[config.mk]
export PLATFORM = sky130hd
export DESIGN_NAME = tbw_serializer
export DESIGN_NICKNAME = d
export VERILOG_FILES = /design/src/rtl/tb_pkg.sv /design/src/rtl/tbw_serializer.sv
export SDC_FILE = /design/constraint.sdc
export NUM_CORES = 1
export LEC_CHECK = 0
export BUFFER_PORTS_ARGS = -buffer_cell sky130_fd_sc_hd__buf_2
export CAP_MARGIN = 20
export CELL_PAD_IN_SITES_DETAIL_PLACEMENT = 0
export CELL_PAD_IN_SITES_GLOBAL_PLACEMENT = 2
export CORE_MARGIN = 4
export CORE_UTILIZATION = 34
export DETAILED_ROUTE_END_ITERATION = 8
export PLACE_DENSITY_LB_ADDON = 0.12
export SYNTH_ARGS = -nofsm -noshare
export SYNTH_HDL_FRONTEND = slang
export SYNTH_SLANG_ARGS = --single-unit
[constraint.sdc]
create_clock -name clk -period 2.7 [get_ports clk]
set_clock_uncertainty 0.15 [all_clocks]
set_input_delay 0.405 -clock clk [delete_from_list [all_inputs] [get_ports clk]]
set_output_delay 0.405 -clock clk [all_outputs]
set_load 0.005 [all_outputs]
[src/rtl/tb_pkg.sv]
// Shared types for the WFA traceback-pointer path: pointer encoding and writer FSM states.
package tb_pkg;

    typedef logic [3:0] tb_ptr_t;

    // Pointer bits [1:0] name the source diagonal of the cell.
    localparam logic [1:0] PTR_SRC_SAME = 2'b00;
    localparam logic [1:0] PTR_SRC_INS  = 2'b01;
    localparam logic [1:0] PTR_SRC_DEL  = 2'b10;
    localparam logic [1:0] PTR_SRC_END  = 2'b11;

    localparam int PTR_EXT_INS_BIT = 2;
    localparam int PTR_EXT_DEL_BIT = 3;

    typedef enum logic [2:0] {
        ST_IDLE,
        ST_ACCEPT,
        ST_HDR,
        ST_BODY,
        ST_DONE
    } tbw_state_e;

endpackage

[src/rtl/tbw_serializer.sv]
// Holds one captured wavefront of pointers and hands them out one per advance, lowest diagonal first.
module tbw_serializer
    import tb_pkg::*;
#(
    parameter int MAX_WAVEFRONT_LEN     = 32,
    parameter int LOG_MAX_WAVEFRONT_LEN = 5
) (
    input  logic                               clk,
    input  logic                               rst,
    input  logic                               load_i,
    input  logic                               adv_i,
    input  logic [4*MAX_WAVEFRONT_LEN-1:0]     ptrs_i,
    input  logic [LOG_MAX_WAVEFRONT_LEN:0]     len_i,
    output tb_ptr_t                            ptr_o,
    output logic                               last_o
);

    logic [4*MAX_WAVEFRONT_LEN-1:0] vec_q;
    logic [LOG_MAX_WAVEFRONT_LEN:0] idx_q;

    // The vector shifts down so the pointer to issue next always sits in the low nibble.
    always_ff @(posedge clk) begin
        if (rst) begin
            vec_q <= '0;
            idx_q <= '0;
        end else if (load_i) begin
            vec_q <= ptrs_i;
            idx_q <= '0;
        end else if (adv_i) begin
            vec_q <= vec_q >> 4;
            idx_q <= idx_q + (LOG_MAX_WAVEFRONT_LEN+1)'(1);
        end
    end

    assign ptr_o  = vec_q[3:0];
    assign last_o = (idx_q + (LOG_MAX_WAVEFRONT_LEN+1)'(1)) == len_i;

endmodule

## After elaboration in Yosys (flattened, before gate mapping)

Cells that the tools add are included.

| operators by class | value |
|---|---|
| reductions and logical operators | 2 |
| multipliers | 0 |
| divide/modulo/power cells | 0 |
| bitwise gates (word level) | 0 |
| mux-type cells | 2 |
| add/subtract/negate cells | 1 |
| equal/unequal tests | 1 |
| order comparisons | 0 |
| shift operators | 0 |

Operators with widths:

| cell | count |
|---|---|
| 2-to-1 mux 128 bit | 2 |
| adder 6 x 1 -> 6 bit, second input constant | 1 |
| == test 6 bit | 1 |
| nonzero test 2 bit | 1 |
| OR reduction 2 bit | 1 |

| word-level totals | value |
|---|---|
| bits in latches | 0 |
| output and inout bits | 5 |
| RAM bits | 0 |
| register bits | 134 |
| input bits | 138 |
| ROM bits | 0 |
| memories | 0 |
| logic and storage cells | 8 |

## Depth between registers and ports, before layout

Gate-level depths: netlist of run 1.

| depth | value |
|---|---|
| depth in word-level cells | 2 |
| depth in mapped cells | 7 |
| gate-level depth less buffers | 5 |

## Least setup slack after synthesis of run 1

No wires, ideal clock.

| timing path | value |
|---|---|
| path kind | reg-to-output |
| from | reg idx_q[0] |
| to | out last_o |
| data required time | 2145 ps |
| arrival time | 1121 ps |
| stages on the path, launching flop included | 6 |
| buffers on the path | 0 |
| slack | 1024 ps |
| path through | dfxtp_1 -> ha_1 -> nand2b_1 -> o211ai_1 -> a31oi_1 -> nor3_1 |

| on the way | value |
|---|---|
| word-level cells in the longest chain between the ends | 2 |

Ends and longest elaborated chain:

| item | line | RTL |
|---|---|---|
| start: declaration | tbw_serializer.sv:19 | `logic [LOG_MAX_WAVEFRONT_LEN:0] idx_q;` |
| start signal: assignment | tbw_serializer.sv:31 | `idx_q <= idx_q + (LOG_MAX_WAVEFRONT_LEN+1)'(1);` |
| adder 6 x 1 -> 6 bit | tbw_serializer.sv:36 | `assign last_o = (idx_q + (LOG_MAX_WAVEFRONT_LEN+1)'(1)) == len_i;` |
| == test 6 bit | tbw_serializer.sv:36 |  |
| end: declaration | tbw_serializer.sv:15 | `output logic last_o` |

No other way between the ends.

## Worst setup path in the final report of run 1

Ends and elaborated chain as after synthesis.

==> results.md, run 1 <==
* RePlAce Congestion at 0.825
* Final wirelength at 14.8 mm
* Relative slew slack at 63.2%
* Gr usage total at 14.7%
* WP data required at 2.14 ns
* Setup crit end kind: output pin
* I/O Buffers at 142
* WP buf/inv at 1
* Status: finished clean
* Gate count of the mapped netlist at 745
* Fmax achieved at 428 MHz
* CTS sink count at 134
* Non-Filler Instances at 1092
* Cell taking the most area after synthesis: dfxtp_1
* Post-CTS sizing at 0
* Synth Register Bits at 134
* Syn nets at 884
* Max Cap Viol at 0
* Ports at 143
* Clock tree from TritonCTS: done
* Row count at 49
* Setup TNS at 0 ns
* Power density over the cells at 704 nW/µm²
* Clock latency reported for the late side of the worst-skew pair at 0.41 ns
* Vias in the first global route at 4965
* Netlist cell types at 26
* Post-Syn Area at 6190 µm²
* VDD IR max at 0.420 mV
* Die Y at 143 µm
* Dominant cells by area after synthesis: dfxtp_1, mux2i_1, nor2_1
* Die W at 143 µm
* Wire per inst at 13.6 µm
* Residual DRC at 0
* Area growth syn-to-layout at 23.4%
* Worst Hold End: vec_q[99]
* Asr flop ratio synth at 0%
* Congestion Overflow GR at 0
* RSZ-0062 raised after global routing: false
* Reg2reg end: idx_q[5]
* Critical path's slowest cell: dfxtp_1
* Final WS setup at 0.363 ns
* Most common cell in the synthesized netlist: nor2_1
* First drt pass iteration count at 4
* Worst slack, placed at 0.800 ns
* Shortest period the worst path allows at 2.34 ns
* TritonCTS buffer count at 17
* DRT antenna net count at 0
* Largest stage delay, worst path at 0.44 ns
* Core area at 18000 µm²
* Via density at 4.63
* Startpoint Class: flip-flop
* 1st-iter DRT viols at 200
* Slew Viols, Final at 0
* Syn avg cell area at 8.31 µm²
* Hold Path Depth at 3
* Root Driver: clkbuf_16
* Hold path startpoint: ptrs_i[99]
* Share of the synthesized area in the top cell type at 43.3%
* EDFF count, synth at 0
* R2R cell count at 3
* Via Count at 5053
* YS warnings at 0
* DP HPWL at 9.88 mm
* Initial antenna violation count at 2
* Hold violation total from the final report at 0
* Critical path class: flip-flop to output pin
* Hold-fix buffers at CTS at 0
* Fin util at 42.5%
* CP max FO at 6
* Share of layout cells above drive strength 1 at 21.2%
* Final worst-path cycle share at 86.5%
* NumNets Final at 989
* Largest net degree at the start of global routing at 111
* Clock Pin Slew Worst Setup and Hold Paths at 0.06 ns
* Most used DFF post-synth: dfxtp_1
* Clk buf depth at 2
* Ant. Diodes at 0
* Top post-synthesis cells by count: nor2_1, dfxtp_1, a21oi_1
* Critical path arrival at 1.78 ns
* Placed cells at 1060
* Leakage at 3.51 nW
* Hold WS at 0.0669 ns
* H-tree levels at 4
* Global-route wire length before repair at 24.1 mm
* Initial Utilization at 34.5%
* Worst Hold Class: primary input to flip-flop
* Worst r2r src: idx_q[2]
* Reg2Reg Setup Slack at 1.21 ns
* Crit path cell chain: ha_1, nand2b_1, o211ai_1, a31oi_1, nor3_1, buf_2
* Crit path max-delay family: flip-flops
* Setup bufs post-CTS at 0
* Slew @ Worst Pin at 0.552 ns
* Sequential share of the synthesized area at 43.3%
* Setup violations, final at 0
* Die ar. at 20400 µm²
-- cell usage in the layout, fill, tap and decap left out --
master,n
nor2_1,258
buf_2,139
dfxtp_1,134
a21oi_1,129
mux2i_1,125
clkbuf_16,17
xnor2_1,7
buf_12,7
bufinv_16,6
xor2_1,4
nor3b_1,4
nand2_1,3
nand3_1,3
clkinv_2,3
clkbuf_8,3
buf_4,3
nand2b_1,2
nor3_1,2
nand4_1,2
clkinv_4,2
buf_6,2
a21o_1,1
o211ai_1,1
a31oi_1,1
or2_1,1
o21ai_0,1
or3_1,1
ha_1,1
inv_6,1
-- flip-flops by register name, indices dropped and copies added, names as in the netlist --
name,count
vec_q,128
idx_q,6
-- cell families after synthesis --
logic type | Yosys count | share of synthesized area (%)
AOI/OAI and AO/OA | 133 | 10.9
xor gates and xnor gates | 11 | 1.56
adders and majority gates | 1 | 0.202
buffers and inverters | 65 | 6.55
DFF | 134 | 43.3
muxes | 125 | 20.2
and+or+nand+nor | 276 | 17.3
-- per-layer routing --
metal  share of wire, %  track usage, %  vias to the layer above
li1                   -               -                     2707
met1                 47            18.9                     2223
met2                 46            23.5                       98
met3                5.8            4.09                       21
met4                1.3            5.40                        4
met5               0.18               0                        -
-- worst register-to-register path, delay by kind of cell (launching register included) --
| family | cells | cell delay (ns) |
|---|---|---|
| simple gates | 2 | 0.63 |
| flops | 1 | 0.48 |
| compound gates | 1 | 0.16 |
-- metrics by stage --
step / cell area (µm²) / total power [mW]
after floorplan: 6190 / 2.58
after global placement: 6950 / 2.74
after detailed placement: 6950 / 2.75
after CTS: 7640 / 5.47
after global routing: 7640 / 5.63
final: 7640 / 5.38
-- where the power goes --
group	internal, mW	total (mW)	switching (mW)
Combinational	0.265	0.551	0.286
Sequential	2.09	2.15	0.0613
Clock	1.81	2.68	0.871
Total	4.16	5.38	1.22
-- worst max-delay path by stage --
| stage | from | end | depth (start not counted) |
|---|---|---|---|
| detailed placement | adv_i | vec_q[119] | 6 |
| global route | idx_q[0] | last_o | 6 |
| floorplan | idx_q[0] | last_o | 5 |
| global placement | adv_i | vec_q[98] | 6 |
| finish | idx_q[0] | last_o | 6 |
| CTS | idx_q[0] | last_o | 6 |
-- area by class of cell --
| class | instances | area (µm²) |
|---|---|---|
| fill | 1835 | 10300 |
| sequential | 134 | 2680 |
| clock inverter | 12 | 221 |
| multi-input combinational | 546 | 3100 |
| timing repair buffer | 151 | 881 |
| tap | 229 | 287 |
| clock buffer | 20 | 467 |
(Power assumes the default switching activity.)
==> inputs of run 2 (changes only) <==
--- a/config.mk
+++ b/config.mk
@@ -5,12 +5,13 @@
 export SDC_FILE = /design/constraint.sdc
 export NUM_CORES = 1
 export LEC_CHECK = 0
+export ABC_AREA = 1
 export BUFFER_PORTS_ARGS = -buffer_cell sky130_fd_sc_hd__buf_2
 export CAP_MARGIN = 20
 export CELL_PAD_IN_SITES_DETAIL_PLACEMENT = 0
 export CELL_PAD_IN_SITES_GLOBAL_PLACEMENT = 2
 export CORE_MARGIN = 4
-export CORE_UTILIZATION = 34
+export CORE_UTILIZATION = 31
 export DETAILED_ROUTE_END_ITERATION = 8
 export PLACE_DENSITY_LB_ADDON = 0.12
 export SYNTH_ARGS = -nofsm -noshare
==> results.md, run 2 <==
* DRT antenna net count at 0 (unchanged)
* Hold WS at 0.105 ns (+0.0378 ns)
* Setup bufs post-CTS at 0 (unchanged)
* Clock tree from TritonCTS: done
* First drt pass iteration count at 5 (+1)
* Max reg flops at 128 (unchanged)
* Sequential power share at 44.5% (+4.5 points)
* Top post-synthesis cells by count: nand2_1, dfxtp_1, a31oi_1
* Die ar. at 20700 µm² (+1.3%)
* Slew @ Worst Pin at 0.950 ns (+0.398 ns)
* Clock latency reported for the late side of the worst-skew pair at 0.41 ns (about the same)
* Hold violation total from the final report at 0 (unchanged)
* NumNets Final at 1036 (+4.8%)
* I/O Buffers at 142 (unchanged)
* Synth Register Bits at 134 (unchanged)
* Global-route wire length before repair at 28.0 mm (+16%)
* Startpoint Class: flip-flop
* Net Sw Frac at 25.1% (+2.4 points)
* Largest stage delay, worst path at 0.43 ns (about the same)
* Wire per inst at 15.2 µm (+12%)
* Core area at 18100 µm² (+0.68%)
* Shortest period the worst path allows at 2.32 ns (-0.0188 ns)
* Initial Utilization at 31.7% (-2.8 points)
* RePlAce Congestion at 0.743 (-9.9%)
* Die W at 144 µm (+0.67%)
* EDFF count, synth at 0 (unchanged)
* Critical path arrival at 1.76 ns (-0.02 ns)
* Vias in the first global route at 5677 (+14%)
* Gate count of the mapped netlist at 792 (+6.3%)
* Syn nets at 931 (+5.3%)
* Clk buf depth at 2 (unchanged)
* Max Cap Viol at 0 (unchanged)
* Via Count at 5674 (+12%)
* Cell taking the most area after synthesis: dfxtp_1
* Ant. Diodes at 0 (unchanged)
* Via density at 4.98 (+7.7%)
* Most used DFF post-synth: dfxtp_1
* Critical path class: flip-flop to output pin
* Row count at 49 (unchanged)
* TritonCTS buffer count at 17 (unchanged)
* Critical path's slowest cell: dfxtp_1
* Post-CTS sizing at 0 (unchanged)
* Commonest non-fill, non-tap cell in the layout: nand2_1
* Most common cell in the synthesized netlist: nand2_1
* Crit path max-delay family: simple AND/OR/NAND/NOR gates
* Share of layout cells above drive strength 1 at 20.7% (-0.55 points)
* Slew Viols, Final at 0 (unchanged)
* Residual DRC at 0 (unchanged)
* Share of the synthesized area in the top cell type at 46.8% (+3.5 points)
* Dominant cells by area after synthesis: dfxtp_1, nand2_1, a31oi_1
* Hold-fix buffers at CTS at 0 (unchanged)
* Largest net degree at the start of global routing at 92 (-17%)
* 1st-iter DRT viols at 425 (+110%)
* H-tree levels at 4 (unchanged)
* Crit path cell chain: ha_1, nand3_1, nand2_1, nand2_1, nand2_1, nand2_1, inv_1, nand2_1, nor2_1, buf_2
* Area growth syn-to-layout at 23.9%
* WP buf/inv at 2 (+1)
* Relative slew slack at 36.6% (-27 points)
* Asr flop ratio synth at 0% (unchanged)
* YS warnings at 0 (unchanged)
* Psw at 1.21 mW (-0.52%)
* Post-Syn Area at 5730 µm² (-7.5%)
* Setup violations, final at 0 (unchanged)
* DP HPWL at 10.9 mm (+9.8%)
* CTS sink count at 134 (unchanged)
* Leakage at 2.91 nW (-17%)
* Worst Hold Class: primary input to flip-flop
* Top flop regs: vec_q (128), idx_q (6)
* Clock share of power at 45.7% (-4.1 points)
* Congestion Overflow GR at 0 (unchanged)
* Gr usage total at 16.8% (+2.1 points)
* WP data required at 2.14 ns (about the same)
* Int Power at 3.62 mW (-13%)
* Power density over the cells at 681 nW/µm² (-3.3%)
* RSZ-0062 raised after global routing: false
* Most frequent cells in the layout: nand2_1, buf_2, dfxtp_1, a31oi_1, nand3_1
* Syn avg cell area at 7.23 µm² (-13%)
* Die Y at 144 µm (+0.67%)
* Clock Pin Slew Worst Setup and Hold Paths at 0.06 ns (about the same)
* Gate power share at 9.8% (-0.4 points)
* Ports at 143 (unchanged)
* Initial antenna violation count at 0 (-2)
* VDD IR max at 0.383 mV (-8.7%)
* Sequential share of the synthesized area at 46.8% (+3.5 points)
* Status: finished clean
* Setup TNS at 0 ns (unchanged)
* Setup crit end kind: output pin
* Fmax achieved at 431 MHz (+0.81%)
* Root Driver: clkbuf_16
* Final wirelength at 17.3 mm (+17%)
* Netlist cell types at 22 (-15%)
* Reg with most FFs: vec_q
* CP max FO at 5 (-1)
* CP most frequent cell: nand2_1
* Final worst-path cycle share at 85.8% (-0.70 points)
-- run 2: final cells by class --
| type | count | area (µm²) |
|---|---|---|
| Clock buffer | 20 | 467 |
| Sequential cell | 134 | 2680 |
| Clock inverter | 12 | 103 |
| Timing Repair Buffer | 153 | 861 |
| Multi-Input combinational cell | 563 | 2590 |
| Tap cell | 229 | 287 |
| Inverter | 28 | 105 |
| Fill cell | 1958 | 11000 |
-- run 2: kinds of logic after synthesis --
logic type / Yosys count / synth area share (%)
buffers and inverters: 95 / 7.97
xor gates and xnor gates: 3 / 0.459
AOI/OAI and AO/OA: 136 / 14.8
DFF: 134 / 46.8
adders and majority gates: 1 / 0.218
and+or+nand+nor: 423 / 29.7
-- run 2: stage by stage --
| step | instances | util (%) | setup WS [ns] | power [mW] | area (µm²) |
|---|---|---|---|---|---|
| 2_1_floorplan | 792 | - | 1.06 | 2.47 | 5730 |
| 3_3_place_gp | 1107 | 36.1 | 0.809 | 2.66 | 6530 |
| 3_5_place_dp | 1107 | 36.1 | 0.806 | 2.67 | 6530 |
| 4_1_cts | 1139 | 39.2 | 0.351 | 4.90 | 7100 |
| 5_1_grt | 1139 | 39.2 | 0.181 | 5.07 | 7100 |
| 6_report | 1139 | 39.2 | 0.382 | 4.83 | 7100 |
-- run 2: metal layers --
metal / GRT usage (%) / vias up / share of wire, %
li1: - / 2858 / -
met1: 23.0 / 2642 / 48
met2: 26.2 / 166 / 46
met3: 4.49 / 8 / 5.9
met4: 4.16 / 0 / 0.66
met5: 0 / - / 0
-- run 2: worst paths after layout --
path	start	endpoint	slack [ns]	cells past startpoint
hold reg to reg	vec_q[126]	vec_q[126]	0.31	2
setup / recovery	idx_q[0]	last_o	0.38	10
setup reg to reg	idx_q[0]	idx_q[4]	1.28	6
hold / removal	ptrs_i[124]	vec_q[124]	0.10	3
-- run 2: power groups by stage --
stage | combinational (mW) | sequential, mW | clock, mW
final | 0.473 | 2.15 | 2.21
after global routing | 0.533 | 2.16 | 2.37
after CTS | 0.481 | 2.15 | 2.27
after detailed placement | 0.479 | 2.19 | 0
after global placement | 0.473 | 2.19 | 0
after floorplan | 0.293 | 2.18 | 0
-- run 2: worst register-to-register path, delay by kind of cell, from the launching register on --
family	cells	cell delay (ns)
flip-flops	1	0.43
adder cells (fa/ha/maj)	1	0.27
AND/OR/NAND/NOR	3	0.26
AO/OA/AOI/OAI	1	0.16
buffers and inverters	1	0.05
